<file path="config.mk">
export PLATFORM = sky130hd
export DESIGN_NAME = ram_board
export DESIGN_NICKNAME = d
export VERILOG_FILES = /design/src/rtl/ram_board_pkg.sv /design/src/rtl/ram_board_board_judge.sv /design/src/rtl/ram_board.sv
export SDC_FILE = /design/constraint.sdc
export NUM_CORES = 1
export LEC_CHECK = 0
export CORE_UTILIZATION = 35
export DETAILED_ROUTE_END_ITERATION = 10
export GPL_TIMING_DRIVEN = 0
export PLACE_DENSITY_LB_ADDON = 0.15
export SETUP_SLACK_MARGIN = 0.4
export SYNTH_ARGS = -nofsm -noshare
export SYNTH_HDL_FRONTEND = slang
export SYNTH_SLANG_ARGS = --single-unit
</file>
<file path="constraint.sdc">
create_clock -name clk -period 7.7 [get_ports clk]
set_input_delay 1.54 -clock clk [delete_from_list [all_inputs] [get_ports clk]]
set_output_delay 1.54 -clock clk [all_outputs]
set_load 0.02 [all_outputs]
</file>
<file path="src/rtl/ram_board_pkg.sv">
// ram_board_pkg
// Shared definitions for the ultimate tic-tac-toe board RAM: cell and
// macro-board state encodings, address width and the table of the eight
// winning lines of a 3x3 board.
// No ports (package).
package ram_board_pkg;

    localparam int ADDR_W = 4;

    // Value written on the data bus that is never stored.
    localparam logic [1:0] CELL_RESERVED = 2'b11;

    typedef enum logic [1:0] {
        EMPTY = 2'b00,
        P1    = 2'b01,
        P2    = 2'b10
    } cell_t;

    typedef enum logic [1:0] {
        IN_PROGRESS = 2'b00,
        P1_WIN      = 2'b01,
        P2_WIN      = 2'b10,
        TIE         = 2'b11
    } board_state_t;

    // Zero-based cell indices (row-major) of every line that wins a board:
    // three rows, three columns, then the two diagonals.
    localparam int unsigned LINE_TABLE [8][3] = '{
        '{0, 1, 2},
        '{3, 4, 5},
        '{6, 7, 8},
        '{0, 3, 6},
        '{1, 4, 7},
        '{2, 5, 8},
        '{0, 4, 8},
        '{2, 4, 6}
    };

endpackage

</file>
<file path="src/rtl/ram_board_board_judge.sv">
// board_judge
// Purely combinational evaluation of one 3x3 board.
// Ports:
//   cells  in  18  nine 2-bit cells, cell i (zero-based, row-major) at [2i+1:2i]
//   state  out 2   IN_PROGRESS / P1_WIN / P2_WIN / TIE
module board_judge
    import ram_board_pkg::*;
(
    input  logic [17:0] cells,
    output logic [1:0]  state
);

    logic p1_line;
    logic p2_line;
    logic full;

    // Player 1 is tested first so that a board holding lines for both
    // players reports a player 1 win; a win always beats a full board.
    always_comb begin
        p1_line = 1'b0;
        p2_line = 1'b0;
        full    = 1'b1;
        for (int l = 0; l < 8; l++) begin
            if (cells[2*LINE_TABLE[l][0] +: 2] == P1 &&
                cells[2*LINE_TABLE[l][1] +: 2] == P1 &&
                cells[2*LINE_TABLE[l][2] +: 2] == P1)
                p1_line = 1'b1;
            if (cells[2*LINE_TABLE[l][0] +: 2] == P2 &&
                cells[2*LINE_TABLE[l][1] +: 2] == P2 &&
                cells[2*LINE_TABLE[l][2] +: 2] == P2)
                p2_line = 1'b1;
        end
        for (int i = 0; i < 9; i++) begin
            if (cells[2*i +: 2] == EMPTY)
                full = 1'b0;
        end

        if (p1_line)
            state = P1_WIN;
        else if (p2_line)
            state = P2_WIN;
        else if (full)
            state = TIE;
        else
            state = IN_PROGRESS;
    end

endmodule

</file>
<file path="src/rtl/ram_board.sv">
// ram_board
// 81-cell storage for an ultimate tic-tac-toe game (9 macro boards of 9
// cells, 2 bits each) with combinational read-out of the addressed cell
// and of the addressed macro board's game state.
// Ports:
//   clk         in  1  clock, all updates on rising edge
//   reset       in  1  synchronous active-high clear of all cells
//   we          in  1  write enable
//   data        in  2  cell value to write (11 is never stored)
//   addr_macro  in  4  macro board 1..9
//   addr_micro  in  4  cell inside macro board 1..9
//   q           out 2  addressed cell content (00 for invalid address)
//   state       out 2  addressed macro board state (00 for invalid address)
// Configuration macro: RAM_BOARD_WRITE_PROTECT_EN -- when defined, writes
// to an occupied cell or to a board that is already decided are dropped.
module ram_board
    import ram_board_pkg::*;
(
    input  logic              clk,
    input  logic              reset,
    input  logic              we,
    input  logic [1:0]        data,
    input  logic [ADDR_W-1:0] addr_macro,
    input  logic [ADDR_W-1:0] addr_micro,
    output logic [1:0]        q,
    output logic [1:0]        state
);

    logic [17:0]       board_mem [9];
    logic              macro_ok;
    logic              micro_ok;
    logic [ADDR_W-1:0] macro_idx;
    logic [ADDR_W-1:0] micro_idx;
    logic [17:0]       sel_board;
    logic [1:0]        board_state;
    logic              write_ok;

    assign macro_ok  = (addr_macro >= 4'd1) && (addr_macro <= 4'd9);
    assign micro_ok  = (addr_micro >= 4'd1) && (addr_micro <= 4'd9);
    assign macro_idx = addr_macro - 4'd1;
    assign micro_idx = addr_micro - 4'd1;

    // An invalid macro address presents an all-empty board to the judge,
    // which naturally yields IN_PROGRESS.
    assign sel_board = macro_ok ? board_mem[macro_idx] : 18'd0;

    board_judge u_judge (
        .cells (sel_board),
        .state (board_state)
    );

    assign state = board_state;
    assign q     = (macro_ok && micro_ok) ? sel_board[{micro_idx, 1'b0} +: 2] : 2'b00;

`ifdef RAM_BOARD_WRITE_PROTECT_EN
    // Only an empty cell on an undecided board may be claimed.
    assign write_ok = we && macro_ok && micro_ok && (data != CELL_RESERVED) &&
                      (q == EMPTY) && (board_state == IN_PROGRESS);
`else
    assign write_ok = we && macro_ok && micro_ok && (data != CELL_RESERVED);
`endif

    // Reset wins over a write in the same cycle.
    always_ff @(posedge clk) begin
        if (reset) begin
            for (int b = 0; b < 9; b++)
                board_mem[b] <= '0;
        end else if (write_ok) begin
            board_mem[macro_idx][{micro_idx, 1'b0} +: 2] <= data;
        end
    end

endmodule

</file>
Word-level counts from Yosys, hierarchy flattened
Memory sizes are Yosys's and may differ from the RTL's.
Cells that the tools add are included.
{"block": "classes", "n_addsub": 3, "order_cmp": 4, "eq_ne": 19, "shift": 3, "mux": 38, "reduce_logical": 48}
{"operator": "two-way mux 18 bit", "n": 4}
{"operator": "logical AND 1 bit", "n": 38}
{"operator": "two-way mux 1 bit", "n": 29}
{"operator": "== test 2 x 1 -> 1 bit, second input constant", "n": 9}
{"operator": "== test 2 bit, second input constant", "n": 9}
{"operator": "zero test 2 bit", "n": 9}
{"operator": "OR reduction 18 bit", "n": 1}
{"operator": "variable shift 2 x 7 -> 18 bit, first input constant", "n": 1}
{"operator": "variable part select 18 x 6 -> 2 bit", "n": 1}
{"operator": "variable part select 2 x 7 -> 18 bit", "n": 1}
{"operator": "greater-or-equal comparator 4 x 1 -> 1 bit, second input constant", "n": 2}
{"operator": "less-or-equal comparator 4 bit, second input constant", "n": 2}
{"operator": "two-way mux 2 bit", "n": 4}
{"operator": "subtractor 4 x 1 -> 4 bit, second input constant", "n": 2}
{"operator": "negator 5 -> 7 bit", "n": 1}
{"operator": "two-way mux 4 bit", "n": 1}
{"operator": "inequality test 2 bit, second input constant", "n": 1}
{"block": "totals", "register_bits": 0, "ramBits": 162, "word_cells": 116, "memories": 1}
{"memory": "board_mem", "words": 9, "word_bits": 18, "read_ports": 1, "rd_ports_with_merged_regs": 0, "write_ports": 9, "line": "ram_board.sv:29", "source": "logic [17:0] board_mem [9];"}

Depth between registers and ports, before layout
Gate-level depths: netlist (run 1).
{"block": "logic_depth", "word_depth": 16, "ltp_mapped": 14}

Hierarchy
From an unflattened synthesis (run 1), not the netlist that was laid out.
{"block": "unflattened", "hier_cells": 1024, "area_unflattened_um2": 14077.3}
{"mod": "ram_board", "n_inst": 1, "cells_each": 981, "area_each_um2": 13730.7, "seq_area_each_um2": 8648.3}
{"mod": "board_judge", "n_inst": 1, "cells_each": 43, "area_each_um2": 346.6, "seq_area_each_um2": 0.0}

Worst setup path after synthesis (run 1)
OpenSTA, ideal clock, no wires.
{"block": "synth_path", "kind": "input to output", "startpoint": "in addr_macro[0]", "endpoint": "out state[0]", "arrival_ns": 4.312, "required_time_ns": 6.160, "path_slack_ns": 1.848, "cell_stages": 13, "n_path_buf": 4, "cell_sequence": "buf_6 inv_1 ha_1 buf_4 buf_2 buf_1 mux4_2 o22ai_2 nor3_4 o22ai_1 a211oi_1 nand3_1 o31ai_1"}
{"block": "synth_via", "elab_chain_len": 16, "word_cells_on_any_way": 93, "cone_classes": "add/sub: 1; order compare: 2; eq/ne: 18; mux: 29; reduce/logical: 42; memory: 1"}
{"item": "start: declaration", "line": "ram_board.sv:23", "source": "input logic [ADDR_W-1:0] addr_macro,"}
{"item": "subtractor 4 x 1 -> 4 bit (tied with other cells)", "line": "ram_board.sv:40", "source": "assign macro_idx = addr_macro - 4'd1;"}
{"item": "memory read (9 x 18 bit) or logical AND 1 bit (tied branches)"}
{"item": "two-way mux 18 bit *", "line": "ram_board.sv:45", "source": "assign sel_board = macro_ok ? board_mem[macro_idx] : 18'd0;"}
{"item": "zero test 2 bit (tied with other cells)", "line": "ram_board_board_judge.sv:34", "source": "if (cells[2*i +: 2] == EMPTY)"}
{"item": "two-way mux 1 bit or logical AND 1 bit (tied branches)", "line": "ram_board_board_judge.sv:34, ram_board_board_judge.sv:28"}
{"item": "two-way mux 1 bit or logical AND 1 bit (tied branches)", "line": "ram_board_board_judge.sv:34, ram_board_board_judge.sv:29"}
{"item": "two-way mux 1 bit, on equally long branches (7 in a row)", "line": "ram_board_board_judge.sv:34, ram_board_board_judge.sv:28"}
{"item": "two-way mux 2 bit or two-way mux 1 bit (tied branches)", "line": "ram_board_board_judge.sv:42, ram_board_board_judge.sv:28"}
{"item": "two-way mux 2 bit", "line": "ram_board_board_judge.sv:40", "source": "else if (p2_line)"}
{"item": "two-way mux 2 bit *", "line": "ram_board_board_judge.sv:38", "source": "if (p1_line)"}
{"item": "end: declaration", "line": "ram_board.sv:26", "source": "output logic [1:0] state"}
Mark *: on every way between the ends. The rest lies on a longest branch, timed or not.

Worst setup path after layout (run 1)
{"block": "layout_path", "startpoint": "in addr_macro[0]", "endpoint": "out q[1]"}
{"block": "layout_via", "elab_chain_len": 5, "word_cells_on_any_way": 9, "cone_classes": "add/sub: 1; order compare: 2; shift: 1; mux: 2; reduce/logical: 2; memory: 1"}
{"item": "subtractor 4 x 1 -> 4 bit (tied with other cells)", "line": "ram_board.sv:40"}
{"item": "memory read (9 x 18 bit) or logical AND 1 bit (tied branches)"}
{"item": "two-way mux 18 bit", "line": "ram_board.sv:45"}
{"item": "variable part select 18 x 6 -> 2 bit", "line": "ram_board.sv:53", "source": "assign q = (macro_ok && micro_ok) ? sel_board[{micro_idx, 1'b0} +: 2] : 2'b00;"}
{"item": "two-way mux 2 bit *", "line": "ram_board.sv:53"}
{"item": "end: declaration", "line": "ram_board.sv:25", "source": "output logic [1:0] q,"}
Marks and branches as above.

==> flow_summary.yaml, run 1 <==
min_path:
  hold_end: "board_mem[14][0]"
  whs_path_depth: 2
  hold_path_class: "in -> reg"
  min-delay-start: "addr_micro[3]"
power_and_ir_drop:
  switching_power_uw: 883
  comb_power_share_pct: 11.3
  p_leak_nw: 4.43
  vdd_drop_max_uv: 111
  power_switching_share_pct: 24.6
  cell_internal_pwr_mw: 2.70
  pwr-share-seq_pct: 49.5
  p_per_area_mw_per_mm2: 225
  clockPowerShare_pct: 39.2
detailed_routing:
  firstDrtPassIters: 5
  drc: 0
  wire_per_inst_um: 26.1
  ant_nets: 0
  drtIter0Drc: 926
  via_count: 9098
  route.final.wire_length_um: 42700
  vias_per_cell: 5.56
cts:
  cts_setup_buffers: 0
  cts_sinks: 288
  h-tree-depth: 1
  clk_pin_slew_worst_paths_ps: 60
  tritoncts: "built"
  ctsHoldBuffers: 0
  cts_root_buffer: "clkbuf_16"
  cts_buffers: 31
  cts_buffer_depth: 3
synth:
  yosys_warnings: 0
  async_reset_ff_share_pct: 0
  synthFlopType: "edfxtp_1"
  synth-seq-area-share_pct: 61.2
  syn-num-nets: 1071
  avgSynthCellArea_um2: 13.5
  synth_edf_count: 288
  synth.distinct_cells: 67
  synthesis.area_mm2: 0.0141
  synthCells: 1047
  synth-seq-cells: 288
worst_setup_path:
  critPathKind: "in -> out"
  cpMostUsedCell: "buf_2"
  crit_buf_inv: 7
  crit_path_top_delay_cell: "clkdlybuf4s50_1"
  required_ps: 6160
  worstSetupPathDepth: 15
  arrival_ps: 5650
  worstSetupEndpointType: "output port"
  crit_family: "buffers and inverters"
  path_max_fanout: 10
  cpPeakStageDelay_ps: 660
  crit_chain: "clkdlybuf4s15_2, buf_6, inv_1, ha_1, buf_2, and2b_4, a22oi_2, buf_4, buf_2, o21ai_0, nor3_2, mux4_2, o221ai_1, a21oi_1, clkdlybuf4s50_1"
  setup.worst_path.start_class: "input port"
cells_and_area:
  largest_reg_flops: 288
  drive_gt1_share_pct: 16.8
  syn_to_final_growth_pct: 12.5
  finalInstanceArea_mm2: 0.0159
  largestRegisters: "board_mem: 288 flops"
  mostFrequentLayoutCell: "edfxtp_1"
  instances_no_fill: 1636
  diodes: 0
  layout_common_cells: "edfxtp_1 (288), nor2_1 (260), o21bai_1 (82)"
  final_net_count: 1117
  fin_util_pct: 39.9
  max_flop_register: "board_mem"
timing:
  finalHoldWorstSlack_ps: 1690
  max_slew_margin_pct: 30.9
  hold_viol: 0
  slew_violations: 0
  max_freq_mhz: 139
  tightest_slew_ps: 1030
  tns_ps: 0
  fin_crit_ps: 7190
  min_period_over_period_pct: 93.4
  setup_viol: 0
  rsz0062_at_grt: "true"
global_route:
  gr-total-overflow: 0
  antenna_found_initial: 0
  grt_pass1_vias: 9079
  track_usage_pct: 21.2
  met2_usage_pct: 35.0
  grt_pass1_wl_um: 62900
  grt_max_degree: 15
  use_met3_pct: 2.41
  top_usage_layer: "met2"
  met1_usage_pct: 29.6
floorplan:
  row_count: 73
  die_area_mm2: 0.0412
  die_h_um: 203
  initial_core_util_pct: 35.5
  core_region_area_mm2: 0.0398
  fp.dieW_um: 203
  io_pins: 17
status:
  outcome: "complete, no violations"
placed_design:
  gp_congestion: 0.886
  hpwl_um: 31700
  placed_area_mm2: 0.0149
  dp_cells: 1585
  io_buffers: 13
run:
  max_cap_violations: 0
## power by group through the flow
stage          Clock, mW  Sequential [mW]  Combinational [mW]
3_5_place_dp           0             1.81               0.394
3_3_place_gp           0             1.81               0.393
5_1_grt             1.48             1.78               0.426
2_1_floorplan          0             1.80               0.257
4_1_cts             1.42             1.77               0.398
6_report            1.41             1.77               0.403
## layer usage
layer / routed length [um] / vias up / share of wire [%]
met5: 0 / - / 0
met4: 986 / 0 / 2.3
met3: 2430 / 65 / 5.7
met2: 20600 / 334 / 48
met1: 18600 / 4662 / 44
li1: - / 4037 / -
## synthesized netlist by cell type, drive strengths merged, types with 2 or more instances
cell	n	share of area, %
o22ai	18	0.84
a21boi	3	0.16
a21o	2	0.11
or2	3	0.13
nor4b	5	0.50
nand2b	14	0.62
nand4	12	0.53
o31ai	3	0.19
mux4	75	12
a21oi	32	1.1
or3	8	0.39
nor4	9	0.66
buf	41	2.0
xor2	2	0.12
nand3b	2	0.11
a22oi	2	0.11
ha	11	0.97
and2b	4	0.23
clkbuf	50	1.3
edfxtp	288	61
nand2	28	0.74
mux2i	2	0.14
nand3	16	0.67
a31oi	4	0.39
inv	7	0.19
a211oi	2	0.11
or4	4	0.27
o21ai	18	0.69
nor2	260	6.9
xnor2	5	0.31
nor3	16	0.86
o211ai	2	0.11
o21bai	82	4.4
nor2b	5	0.22
## layout make-up
cell class                      count  area (um^2)
Fill cell                        3843        23900
Sequential cell                   288         8650
Multi-Input combinational cell    661         5020
Clock buffer                       37          798
Tap cell                          525          657
Buffer                             91          495
Timing Repair Buffer               13          133
Clock inverter                     14          116
Inverter                            7         26.3
## cells by family after synthesis
kind of cell	share of synthesized area [%]
mux	12.1
fa+ha+maj	0.974
compound gates	8.49
xor+xnor	0.434
buf+inv	3.53
flops	61.2
simple gates	13.3
## worst max-delay path by stage
stage             startpoint  slack, ps       end
2_1_floorplan  addr_macro[0]       1850  state[0]
3_3_place_gp   addr_macro[0]       -740      q[0]
3_5_place_dp   addr_macro[0]       -730      q[0]
4_1_cts        addr_macro[0]        450  state[0]
5_1_grt        addr_macro[0]        380  state[1]
6_report       addr_macro[0]        510      q[1]
## repair_timing
action | CTS | global route
pin swaps | 0 | 1
resized for setup | 19 | 9
setup endpoints to repair | 4 | 4
## stage by stage
| step | power, mW | worst slack [ps] |
|---|---|---|
| after floorplan | 2.06 | 1850 |
| after global placement | 2.20 | -742 |
| after detailed placement | 2.20 | -726 |
| after CTS | 3.59 | 448 |
| after global routing | 3.68 | 379 |
| final | 3.58 | 510 |
(Power assumes the default switching activity.)
==> run 2: changes to the inputs <==
- PLACE_DENSITY: default -> 0.51
- PLACE_DENSITY_LB_ADDON: 0.15 -> default
==> run 2 against run 1 <==
Total power grew 7.8%; highest routed layer unchanged; sequential share of layout area fell by 0.91 points; first-iteration DRC count shrank 11%; worst setup slack better by 54 ps; core utilization rose by 0.68 points; maximum frequency increased by 0.76%; count of clock-buffer cells in the layout is 5 higher; via count rose by 0.75%; die area unchanged; combinational power barely moved.
==> flow_summary.yaml, run 2 (synthesized netlist as in run 1, its figures left out) <==
global_route:
  track_usage_pct: 20.8
  gr-total-overflow: 0
  grt_pass1_vias: 9258
  grt_pass1_wl_um: 61900
  antenna_found_initial: 0
  grt_max_degree: 14
power_and_ir_drop:
  vdd_drop_max_uv: 146
  cell_internal_pwr_mw: 2.95
  switching_power_uw: 916
  comb_power_share_pct: 10.5
  power_switching_share_pct: 23.7
  p_leak_nw: 4.56
  pwr-share-seq_pct: 46.0
  clockPowerShare_pct: 43.6
  p_per_area_mw_per_mm2: 239
cts:
  cts_buffers: 34
  cts_sinks: 288
  tritoncts: "built"
  ctsHoldBuffers: 0
  cts_root_buffer: "clkbuf_16"
  clk_pin_slew_worst_paths_ps: 60
  h-tree-depth: 2
  cts_buffer_depth: 3
detailed_routing:
  drc: 0
  route.final.wire_length_um: 42100
  drtIter0Drc: 820
  via_count: 9166
  vias_per_cell: 5.57
  ant_nets: 0
  firstDrtPassIters: 7
  wire_per_inst_um: 25.6
worst_setup_path:
  path_max_fanout: 10
  crit_path_top_delay_cell: "clkdlybuf4s50_1"
  cpPeakStageDelay_ps: 660
  cpMostUsedCell: "o211ai_1"
  crit_chain: "clkdlybuf4s15_2, buf_6, inv_1, ha_1, buf_2, and2b_4, a22oi_1, buf_4, o41ai_1, or4_1, clkbuf_1, o211ai_1, o211ai_1, a211oi_2, clkdlybuf4s50_1"
  crit_buf_inv: 7
  crit_family: "buffers and inverters"
  worstSetupEndpointType: "output port"
  required_ps: 6160
  arrival_ps: 5600
  worstSetupPathDepth: 15
  setup.worst_path.start_class: "input port"
  critPathKind: "in -> out"
floorplan:
  core_region_area_mm2: 0.0398
  row_count: 73
  die_h_um: 203
  io_pins: 17
  initial_core_util_pct: 35.5
  fp.dieW_um: 203
  die_area_mm2: 0.0412
min_path:
  whs_path_depth: 2
  hold_path_class: "in -> reg"
placed_design:
  placed_area_mm2: 0.0149
  gp_congestion: 0.910
  hpwl_um: 31500
  io_buffers: 13
  dp_cells: 1585
cells_and_area:
  mostFrequentLayoutCell: "edfxtp_1"
  largestRegisters: "board_mem: 288 flops"
  drive_gt1_share_pct: 17.6
  largest_reg_flops: 288
  diodes: 0
  instances_no_fill: 1647
  syn_to_final_growth_pct: 14.4
  fillers: 3740
  finalInstanceArea_mm2: 0.0162
  layout_common_cells: "edfxtp_1 (288), nor2_1 (260), o21bai_1 (82)"
  max_flop_register: "board_mem"
  final_net_count: 1123
run:
  max_cap_violations: 0
timing:
  max_slew_margin_pct: 40.8
  max_freq_mhz: 140
  setup_viol: 0
  fin_crit_ps: 7140
  slew_violations: 0
  rsz0062_at_grt: "false"
  min_period_over_period_pct: 92.7
  tightest_slew_ps: 882
  hold_viol: 0
status:
  outcome: "complete, no violations"
-- run 2: routing by layer --
layer | vias up | part of all wire (%) | GRT usage, %
met5 | - | 0 | 0
met4 | 0 | 3.2 | 7.06
met3 | 92 | 6.1 | 2.74
met2 | 358 | 49 | 35.1
met1 | 4658 | 42 | 27.6
li1 | 4058 | - | -
-- run 2: through the flow --
| step | hold slack (ps) | worst slack [ps] | power [mW] | utilization [%] | setup TNS [ps] |
|---|---|---|---|---|---|
| 2_1_floorplan | 1820 | 1850 | 2.06 | - | 0 |
| 3_3_place_gp | 2240 | -716 | 2.20 | 37.5 | -2470 |
| 3_5_place_dp | 2260 | -738 | 2.20 | 37.5 | -2550 |
| 4_1_cts | 1730 | 467 | 3.87 | 40.5 | 0 |
| 5_1_grt | 1780 | 419 | 3.96 | 40.6 | 0 |
| 6_report | 1740 | 564 | 3.86 | 40.6 | 0 |
-- run 2: power groups by stage --
| stage | clock network [mW] | registers (mW) | logic (mW) |
|---|---|---|---|
| floorplan | 0 | 1.80 | 0.257 |
| global placement | 0 | 1.81 | 0.390 |
| detailed placement | 0 | 1.81 | 0.392 |
| CTS | 1.70 | 1.77 | 0.397 |
| global route | 1.76 | 1.78 | 0.426 |
| finish | 1.68 | 1.78 | 0.404 |
-- run 2: worst paths after layout --
| check | from | to |
|---|---|---|
| worst max-delay path | addr_macro[0] | q[0] |
| worst min-delay path | reset | board_mem[8][7] |
-- run 2: cell type report --
cell class                      count  area (um^2)  area share [%]
Clock buffer                       42          945            5.84
Buffer                             91          492            3.04
Timing Repair Buffer               16          168            1.04
Multi-Input combinational cell    661         5020            31.1
Tap cell                          525          657            4.06
Clock inverter                     17          208            1.28
Sequential cell                   288         8650            53.5
Inverter                            7         26.3           0.163
-- run 2: timing repair --
item	4_1_cts	5_1_grt
pin swaps	2	1
endpoints found under the setup margin	4	4
setup buffers	1	2
resized for setup	19	6
